==> config.mk <==
export PLATFORM = sky130hd
export DESIGN_NAME = store_merge_unit
export DESIGN_NICKNAME = d
export VERILOG_FILES = /design/src/rtl/store_merge_unit.sv
export SDC_FILE = /design/constraint.sdc
export NUM_CORES = 1
export LEC_CHECK = 0
export ABC_AREA = 1
export CORE_ASPECT_RATIO = 1.4
export CORE_MARGIN = 2
export CORE_UTILIZATION = 48
export DETAILED_ROUTE_END_ITERATION = 8
export PLACE_DENSITY = 0.82
export SYNTH_ARGS = -nofsm -noshare
export SYNTH_HDL_FRONTEND = slang
export SYNTH_SLANG_ARGS = --single-unit
==> constraint.sdc <==
create_clock -name clk -period 2.7 [get_ports clk]
set_input_delay 0.27 -clock clk [delete_from_list [all_inputs] [get_ports clk]]
set_output_delay 0.27 -clock clk [all_outputs]
set_load 0.05 [all_outputs]
==> src/rtl/store_merge_unit.sv <==
// rtl/store_merge_unit.sv - read-modify-write store merger for the word-only data memory
module store_merge_unit #(
   parameter int DM_ADDRESS = 9,
   parameter int DATA_W     = 32
) (
   input  logic                  clk,
   input  logic                  reset,
   input  logic                  st_valid,
   output logic                  st_ready,
   input  logic [DM_ADDRESS-1:0] a,
   input  logic [DATA_W-1:0]     wd,
   input  logic [2:0]            Funct3,
   output logic                  busy,
   output logic                  st_done,
   output logic                  st_err,
   output logic [DM_ADDRESS-1:0] mem_raddr,
   input  logic [DATA_W-1:0]     mem_rdata,
   output logic [DM_ADDRESS-1:0] mem_waddr,
   output logic [DATA_W-1:0]     mem_wdata,
   output logic                  mem_wr
);

   typedef enum logic [1:0] {IDLE, READ, WRITE} state_t;

   state_t                state_q, state_d;
   logic [DM_ADDRESS-1:0] addr_q, addr_d;
   logic [15:0]           lane_q, lane_d;   // only the low halfword of wd is ever merged
   logic [2:0]            f3_q, f3_d;
   logic [DATA_W-1:0]     word_q, word_d;   // word to be written in WRITE
   logic                  err_q, err_d;
   logic                  accept;
   logic                  legal;

   // Request acceptance and legality of the incoming store (alignment per size)
   always_comb begin
      accept = st_valid && (state_q == IDLE);
      legal  = 1'b0;
      case (Funct3)
         3'b000:  legal = 1'b1;
         3'b001:  legal = !a[0];
         3'b010:  legal = (a[1:0] == 2'b00);
         default: legal = 1'b0;
      endcase
   end

   // Next-state, latch capture and lane merge
   always_comb begin
      state_d = state_q;
      addr_d  = addr_q;
      lane_d  = lane_q;
      f3_d    = f3_q;
      word_d  = word_q;
      err_d   = 1'b0;
      case (state_q)
         IDLE: begin
            if (accept) begin
               addr_d = a;
               lane_d = wd[15:0];
               f3_d   = Funct3;
               if (!legal) begin
                  err_d = 1'b1;
               end else if (Funct3 == 3'b010) begin
                  word_d  = wd;
                  state_d = WRITE;
               end else begin
                  state_d = READ;
               end
            end
         end
         READ: begin
            // Old word arrives now because mem_raddr was presented during the accept cycle
            word_d = mem_rdata;
            if (f3_q == 3'b000) begin
               word_d[{addr_q[1:0], 3'b000} +: 8] = lane_q[7:0];
            end else begin
               word_d[{addr_q[1], 4'b0000} +: 16] = lane_q;
            end
            state_d = WRITE;
         end
         WRITE: begin
            state_d = IDLE;
         end
         default: begin
            state_d = IDLE;
         end
      endcase
   end

   // State and latch registers with synchronous reset
   always_ff @(posedge clk) begin
      if (reset) begin
         state_q <= IDLE;
         addr_q  <= '0;
         lane_q  <= '0;
         f3_q    <= '0;
         word_q  <= '0;
         err_q   <= 1'b0;
      end else begin
         state_q <= state_d;
         addr_q  <= addr_d;
         lane_q  <= lane_d;
         f3_q    <= f3_d;
         word_q  <= word_d;
         err_q   <= err_d;
      end
   end

   // Outputs; the write strobe is killed by reset so an aborted store never lands
   always_comb begin
      st_ready  = (state_q == IDLE);
      busy      = !st_ready;
      st_err    = err_q;
      mem_wr    = (state_q == WRITE) && !reset;
      st_done   = mem_wr;
      mem_waddr = {addr_q[DM_ADDRESS-1:2], 2'b00};
      mem_wdata = word_q;
      if (reset) begin
         mem_raddr = '0;
      end else if (state_q == IDLE) begin
         mem_raddr = {a[DM_ADDRESS-1:2], 2'b00};
      end else begin
         mem_raddr = {addr_q[DM_ADDRESS-1:2], 2'b00};
      end
   end

endmodule

**Word-level counts from Yosys, hierarchy flattened**

Index checks and enable logic that the tools add are counted.

- Register bits: 63
- Bits in latches: 0
- Bits in writable memories: 0
- Memory bits (read-only): 0
- Bits of input ports: 79
- Logic and storage cells: 50
- Memories kept: 0

- Add/sub/neg operators: 2
- $mul: 0
- Div/mod/pow operators: 0
- Order comparisons: 0
- Equal/unequal tests: 7
- Shift operators: 4
- Muxes and demuxes: 15
- Bitwise operators: 2
- Reductions and logical operators: 14

Operator list:

| operator | number |
|---|---|
| 32-bit two-way mux | 4 |
| 32-bit bitwise mux | 2 |
| 32-bit case mux with 2 select lines | 1 |
| 16-bit by 7-bit variable shift with 32-bit output, first input constant | 1 |
| 8-bit by 7-bit variable shift with 32-bit output, first input constant | 1 |
| 16-bit by 7-bit indexed part select with 32-bit output | 1 |
| 8-bit by 7-bit indexed part select with 32-bit output | 1 |
| 9-bit two-way mux | 2 |
| 5-bit negation with 7-bit output | 2 |
| 3-bit logical NOT | 2 |
| 2-bit two-way mux | 3 |
| 2-bit by 1-bit inequality test with 1-bit output, second input constant | 3 |
| 2-bit logical NOT | 2 |
| 2-bit case mux with 2 select lines | 1 |
| 2-bit AND reduction | 2 |
| 4-bit AND reduction | 1 |
| 3-bit by 1-bit == test with 1-bit output, second input constant | 1 |
| 3-bit by 2-bit == test with 1-bit output, second input constant | 1 |
| 1-bit logical NOT | 3 |
| 1-bit case mux with 3 select lines | 1 |
| 3-bit OR reduction | 1 |
| 2-bit by 1-bit == test with 1-bit output, second input constant | 1 |
| 2-bit == test, second input constant | 1 |
| 1-bit logical AND | 2 |
| other kinds (3) | 4 |

**Logic depth before layout (Yosys ltp)**

Gate-level depths: netlist of run 1.

- Depth after elaboration: 5
- Mapped depth: 14

**Worst setup path before layout of run 1**

No wires, ideal clock.

- Kind: reg2out
- From: register state_q[0]
- To: output mem_raddr[2]
- Data arrival time: 2.341 ns
- Path slack: 0.089 ns
- Cell stages (with the launch flop): 5
- Cells stage by stage: dfxtp_1 > nor2_1 > clkbuf_1 > nor2_1 > a211oi_1

- Cells in the longest elaborated chain, start to end: 3

RTL lines:

| item | RTL line | RTL |
|---|---|---|
| start: declaration | 25 | `state_t state_q, state_d;` |
| start signal: assignment | 99 | `state_q <= state_d;` |
| 2-bit logical NOT | - |  |
| via st_ready | 9 | `output logic st_ready,` |
| 9-bit two-way mux | 119 | `end else if (state_q == IDLE) begin` |
| 9-bit two-way mux | 117 | `if (reset) begin` |
| end: declaration | 16 | `output logic [DM_ADDRESS-1:0] mem_raddr,` |

The timed path passes the listed nets, and every way through them passes these cells.

**Final worst setup path of run 1**

- From: register state_q[0]
- To: output mem_raddr[2]

- Cells in the longest elaborated chain, start to end: 3

RTL lines:

| item | RTL line |
|---|---|
| 2-bit logical NOT | 119 |
| 9-bit two-way mux | 119 |
| 9-bit two-way mux | 117 |

No other way between the ends.

==> flow_metrics.env, run 1 <==
export IMPL_crit_start="state_q[0]"
export IMPL_report_final_hold_viol_count=0
export IMPL_die_area_sq_um=9840
export IMPL_multiInputGateArea_sq_um=2400
export IMPL_cts_max_level=3
export IMPL_fin_tns_setup_ns=0
export IMPL_grt_pass1_wl_mm=21.3
export IMPL_placementRows=41
export IMPL_clock_latency_ns=0.33
export IMPL_critPathCapture="mem_raddr[2]"
export IMPL_antenna_found_initial=0
export IMPL_dp_slack_ns=0.490
export IMPL_mostFrequentLayoutCell="nand2_1"
export IMPL_layout_drive_gt1_share_pct=4.98
export IMPL_cts_hold_buffers_added=0
export IMPL_synth_seq_area_share_pct=29.0
export IMPL_nNetsFinal=962
export IMPL_cp_required_ns=2.43
export IMPL_die_h_um=117
export IMPL_critPathLaunchType="flip-flop"
export IMPL_yosys_register_bits=63
export IMPL_initialDrtViolationCount=328
export IMPL_path_class="flip-flop to primary output"
export IMPL_fillers=866
export IMPL_start_util_pct=48.7
export IMPL_setup_violations=0
export IMPL_worst_r2r_path_depth=12
export IMPL_die_w_um=84.4
export IMPL_final_cells=990
export IMPL_ir_drop_v=0.000373
export IMPL_core_area_sq_um=8930
export IMPL_regArea_sq_um=1260
export IMPL_fmax_mhz=428
export IMPL_relSlewSlack_pct=56.0
export IMPL_wl_per_cell_um=13.4
export IMPL_period_share_pct=86.5
export IMPL_place_inst=974
export IMPL_synth_top_area_share_pct=29.0
export IMPL_hold_class="flip-flop to flip-flop"
export IMPL_power_density_nw_per_um2=516
export IMPL_syn_to_final_growth_pct=35.1
export IMPL_max_cap_violations=0
export IMPL_cts_tree="yes"
export IMPL_synth_top_cell_by_area="dfxtp_1"
export IMPL_timing_rr_end="mem_wdata[13]"
export IMPL_overflow=0
export IMPL_critical_path_arrival_ns=2.07
export IMPL_grt_pass1_vias=4672
export IMPL_totalWireLength_mm=13.3
export IMPL_clk_path_buf_depth=2
export IMPL_worstMarginPinSlew_ns=0.660
export IMPL_ctsRootBufferMaster="clkbuf_16"
export IMPL_skew_ns=0.00689
export IMPL_crit_fanout=11
export IMPL_cts_buffers=9
export IMPL_port_buffers=129
export IMPL_status="completed"
export IMPL_synth_area_sq_um=4350
export IMPL_critPathCaptureType="primary output"
export IMPL_ios=134
export IMPL_r2r_start="addr_q[0]"
export IMPL_finalWorstSetupSlack_ns=0.365
export IMPL_period_needed_ns=2.34
export IMPL_syn_area_per_cell_sq_um=5.59
export IMPL_clkTransAtPathRegs_ns=0.05
export IMPL_slew_violations=0
export IMPL_antenna_left=0
export IMPL_dpl_cell_area_sq_um=5580
export IMPL_final_area_sq_um=5870
export IMPL_grt_usage_pct=26.8
export IMPL_place_hpwl_mm=9.41
export IMPL_synth_area_top_cells="dfxtp_1, nand2_1, nor2_1"
export IMPL_routed_via_density=5.07
export IMPL_grt_max_degree=65
export IMPL_final_core_util_pct=65.8
export IMPL_r2r_slack_ns=0.55
export IMPL_cts_num_sinks=63
export IMPL_synth_cells=778
export IMPL_synth_warnings=0
export IMPL_postCtsSetupRepairBufs=0
export IMPL_place_congestion=0.838
export IMPL_n_antenna_cell=0
export IMPL_drcViolationCount=0
export IMPL_vias=5020
export IMPL_rsz0062_at_grt="false"
export IMPL_final_cell_mix="nand2_1, nor2_1, clkdlybuf4s50_1"
export IMPL_firstDrtPassIters=5
export IMPL_synth_cell_type_count=21
export IMPL_cts_resized=0
export IMPL_leakage_nw=2.80
[final cells by class]
cell class / instances / share of cell area [%]
inverter: 97 / 6.20
clock inverter: 4 / 0.767
timing repair buffer: 143 / 24.2
clock buffer: 12 / 4.20
sequential: 63 / 21.5
multi-input combinational: 564 / 40.9
tap: 107 / 2.28
[layer usage]
layer | GRT usage [%] | vias to the layer above | part of all wire (%)
li1 | - | 2560 | -
met1 | 31.1 | 2236 | 41
met2 | 46.1 | 191 | 49
met3 | 6.15 | 33 | 7.1
met4 | 14.2 | 0 | 3.6
met5 | 0 | - | 0
[cell families (layout without fill, tap and decap cells)]
logic type      Yosys count  count (layout)  share of synthesized area (%)
compound gates          149             149                           17.3
fa+ha+maj                 5               5                           1.44
buf+inv                 154             256                           16.2
flops                    63              63                           29.0
other cells               1               4                         0.0863
simple gates            406             406                           35.9
[sequential cells by signal, summed over array words and instances (netlist names)]
signal and flops:
lane_q 16, mem_wdata 32, f3_q 3, st_err 1, addr_q 9, state_q 2
[metrics by stage]
stage / power [mW] / hold WS (ns)
floorplan: 1.59 / 0.342
global placement: 1.87 / 0.452
detailed placement: 1.89 / 0.457
CTS: 3.03 / 0.466
global route: 3.18 / 0.490
finish: 3.03 / 0.465
[how the worst min path moves through the flow]
stage                     from         end  slack [ns]  depth (start not counted)
global route        lane_q[15]  lane_q[15]        0.49                          2
CTS                 lane_q[12]  lane_q[12]        0.47                          2
finish              lane_q[12]  lane_q[12]        0.47                          2
global placement    lane_q[12]  lane_q[12]        0.45                          2
floorplan                reset  state_q[1]        0.34                          1
detailed placement  lane_q[12]  lane_q[12]        0.46                          2
[synthesized netlist by cell type, drive strengths merged]
| cell | count |
|---|---|
| o21bai | 1 |
| nor2 | 157 |
| a21oi | 59 |
| clkbuf | 14 |
| clkinv | 1 |
| dfxtp | 63 |
| conb | 1 |
| buf | 43 |
| ha | 5 |
| nor3 | 1 |
| a211oi | 2 |
| nand3 | 15 |
| inv | 96 |
| nand2 | 233 |
| o21ai | 87 |
[critical path, stage by stage (launching register included)]
cell             delay, ns
dfxtp_1               0.35
nor2_1                0.12
buf_4                 0.18
nor2_1                0.05
a211oi_1              0.19
clkdlybuf4s50_1       0.85
[power by group]
group          total [mW]  leakage, nW  internal [mW]  switching, mW
Clock                1.15        0.146          0.735          0.417
Combinational       0.857         2.14          0.324          0.533
Sequential           1.02        0.516          0.985         0.0368
Power figures use the tool's default switching activity.
==> run 2: changes to the inputs <==
--- a/config.mk
+++ b/config.mk
@@ -6,10 +6,12 @@
 export NUM_CORES = 1
 export LEC_CHECK = 0
 export ABC_AREA = 1
+export CAP_MARGIN = 30
 export CORE_ASPECT_RATIO = 1.4
 export CORE_MARGIN = 2
 export CORE_UTILIZATION = 48
 export DETAILED_ROUTE_END_ITERATION = 8
+export GPL_ROUTABILITY_DRIVEN = 0
 export PLACE_DENSITY = 0.82
 export SYNTH_ARGS = -nofsm -noshare
 export SYNTH_HDL_FRONTEND = slang
==> flow_metrics.env, run 2 (synthesis gave the netlist of run 1 again) <==
export IMPL_status="completed"
export IMPL_met2_length_mm=6.35
export IMPL_cts_hold_buffers_added=0
export IMPL_grt_usage_pct=26.9
export IMPL_critical_path_top_delay_family="buffers and inverters"
export IMPL_clock_latency_ns=0.33
export IMPL_critPathCapture="mem_raddr[4]"
export IMPL_final_cells=987
export IMPL_cts_num_sinks=63
export IMPL_antenna_found_initial=0
export IMPL_antenna_left=0
export IMPL_ctsRootBufferMaster="clkbuf_16"
export IMPL_place_hpwl_mm=9.16
export IMPL_fmax_mhz=435
export IMPL_cts_max_level=3
export IMPL_cts_resized=0
export IMPL_postCtsSetupRepairBufs=0
export IMPL_slew_violations=0
export IMPL_mostFrequentLayoutCell="nand2_1"
export IMPL_cts_buffers=9
export IMPL_relSlewSlack_pct=51.5
export IMPL_n_antenna_cell=0
export IMPL_core_area_sq_um=8930
export IMPL_worst_r2r_path_depth=10
export IMPL_path_cells="nor2_1 -> buf_4 -> nor2_1 -> a211oi_1 -> clkdlybuf4s50_1"
export IMPL_largest_reg_flops=32
export IMPL_grt_max_degree=65
export IMPL_die_area_sq_um=9840
export IMPL_place_inst=971
export IMPL_final_area_sq_um=5870
export IMPL_vias=5046
export IMPL_critPathCaptureType="primary output"
export IMPL_crit_fanout=11
export IMPL_critical_path_arrival_ns=2.03
export IMPL_ir_drop_v=0.000393
export IMPL_port_buffers=129
export IMPL_r2r_slack_ns=0.47
export IMPL_route_met3_wl_um=981
export IMPL_grt_pass1_wl_mm=21.5
export IMPL_ios=134
export IMPL_die_w_um=84.4
export IMPL_power_density_nw_per_um2=535
export IMPL_clk_path_buf_depth=2
export IMPL_skew_ns=0.00401
export IMPL_placementRows=41
export IMPL_cpMaxStageDelayCell="clkdlybuf4s50_1"
export IMPL_final_core_util_pct=65.8
export IMPL_layout_drive_gt1_share_pct=4.66
export IMPL_die_h_um=117
export IMPL_crit_top_cell="nor2_1"
export IMPL_firstDrtPassIters=6
export IMPL_final_cell_mix="nand2_1, nor2_1, clkdlybuf4s50_1"
export IMPL_leakage_nw=2.80
export IMPL_critPathLaunchType="flip-flop"
export IMPL_start_util_pct=48.7
export IMPL_overflow=0
export IMPL_hold_ws_ns=0.469
export IMPL_drcViolationCount=0
export IMPL_max_cap_violations=0
export IMPL_totalWireLength_mm=13.1
export IMPL_cts_tree="yes"
export IMPL_routed_via_density=5.11
export IMPL_cp_num_cells=5
export IMPL_timing_rr_end="mem_wdata[23]"
export IMPL_r2r_start="addr_q[1]"
export IMPL_cp_required_ns=2.43
export IMPL_report_final_hold_viol_count=0
export IMPL_setup_violations=0
export IMPL_period_share_pct=85.1
export IMPL_fin_tns_setup_ns=0
export IMPL_crit_start="state_q[0]"
export IMPL_period_needed_ns=2.30
export IMPL_met1_length_mm=5.28
export IMPL_dr_max_layer_used="met4"
export IMPL_rsz0062_at_grt="false"
export IMPL_path_class="flip-flop to primary output"
export IMPL_grt_pass1_vias=4740
export IMPL_nNetsFinal=959
export IMPL_slowest_delay_ns=0.84
export IMPL_hold_class="flip-flop to flip-flop"
export IMPL_dpl_cell_area_sq_um=5550
export IMPL_worstMarginPinSlew_ns=0.725
export IMPL_critPathBufInv=2
export IMPL_syn_to_final_growth_pct=35.1
export IMPL_initialDrtViolationCount=454
export IMPL_clkTransAtPathRegs_ns=0.05
export IMPL_wl_per_cell_um=13.2
==> run 2: cell types whose count changed in the layout (fill, tap and decap cells not counted) <==
cell	delta
buf_12	-1
clkinv_2	-2
buf_4	-2
clkbuf_8	+1
bufinv_16	+1
==> run 2: layout make-up <==
class	instances	area, sq um
Inverter	97	364
Clock buffer	13	260
Multi-Input combinational cell	564	2400
Sequential cell	63	1260
Fill cell	823	3050
Timing Repair Buffer	140	1390
Tap cell	107	134
Clock inverter	3	65.1
==> run 2: worst min-delay path by stage <==
stage                     from         end  slack (ns)  depth (start not counted)
CTS                 lane_q[14]  lane_q[14]        0.47                          2
global placement    lane_q[12]  lane_q[12]        0.45                          2
finish              lane_q[14]  lane_q[14]        0.47                          2
global route        lane_q[14]  lane_q[14]        0.50                          2
floorplan                reset  state_q[1]        0.34                          1
detailed placement  lane_q[14]  lane_q[14]        0.46                          2
==> run 2: report_power, final <==
part | internal [mW] | switching (mW) | total [mW]
registers | 0.985 | 0.0430 | 1.03
clock network | 0.857 | 0.413 | 1.27
logic | 0.315 | 0.526 | 0.841
total | 2.16 | 0.982 | 3.14
==> run 2: per-stage QoR <==
stage / setup slack (ns) / total power [mW]
floorplan: 0.0886 / 1.59
global placement: 0.564 / 1.85
detailed placement: 0.513 / 1.87
CTS: 0.386 / 3.14
global route: 0.163 / 3.29
finish: 0.403 / 3.14
==> run 2: worst reg2reg max path, stage by stage (launching register included) <==
cell	delay, ns
dfxtp_2	0.49
inv_1	0.15
ha_1	0.33
clkinv_1	0.26
nor2_1	0.22
nand2_1	0.17
o21ai_0	0.21
nand2_1	0.08
nand2_1	0.06
nor2_1	0.05
nor2_1	0.13
==> run 2: routing by layer <==
| metal | GRT usage [%] | vias up |
|---|---|---|
| li1 | - | 2549 |
| met1 | 31.4 | 2239 |
| met2 | 46.5 | 218 |
| met3 | 6.43 | 40 |
| met4 | 12.9 | 0 |
| met5 | 0 | - |
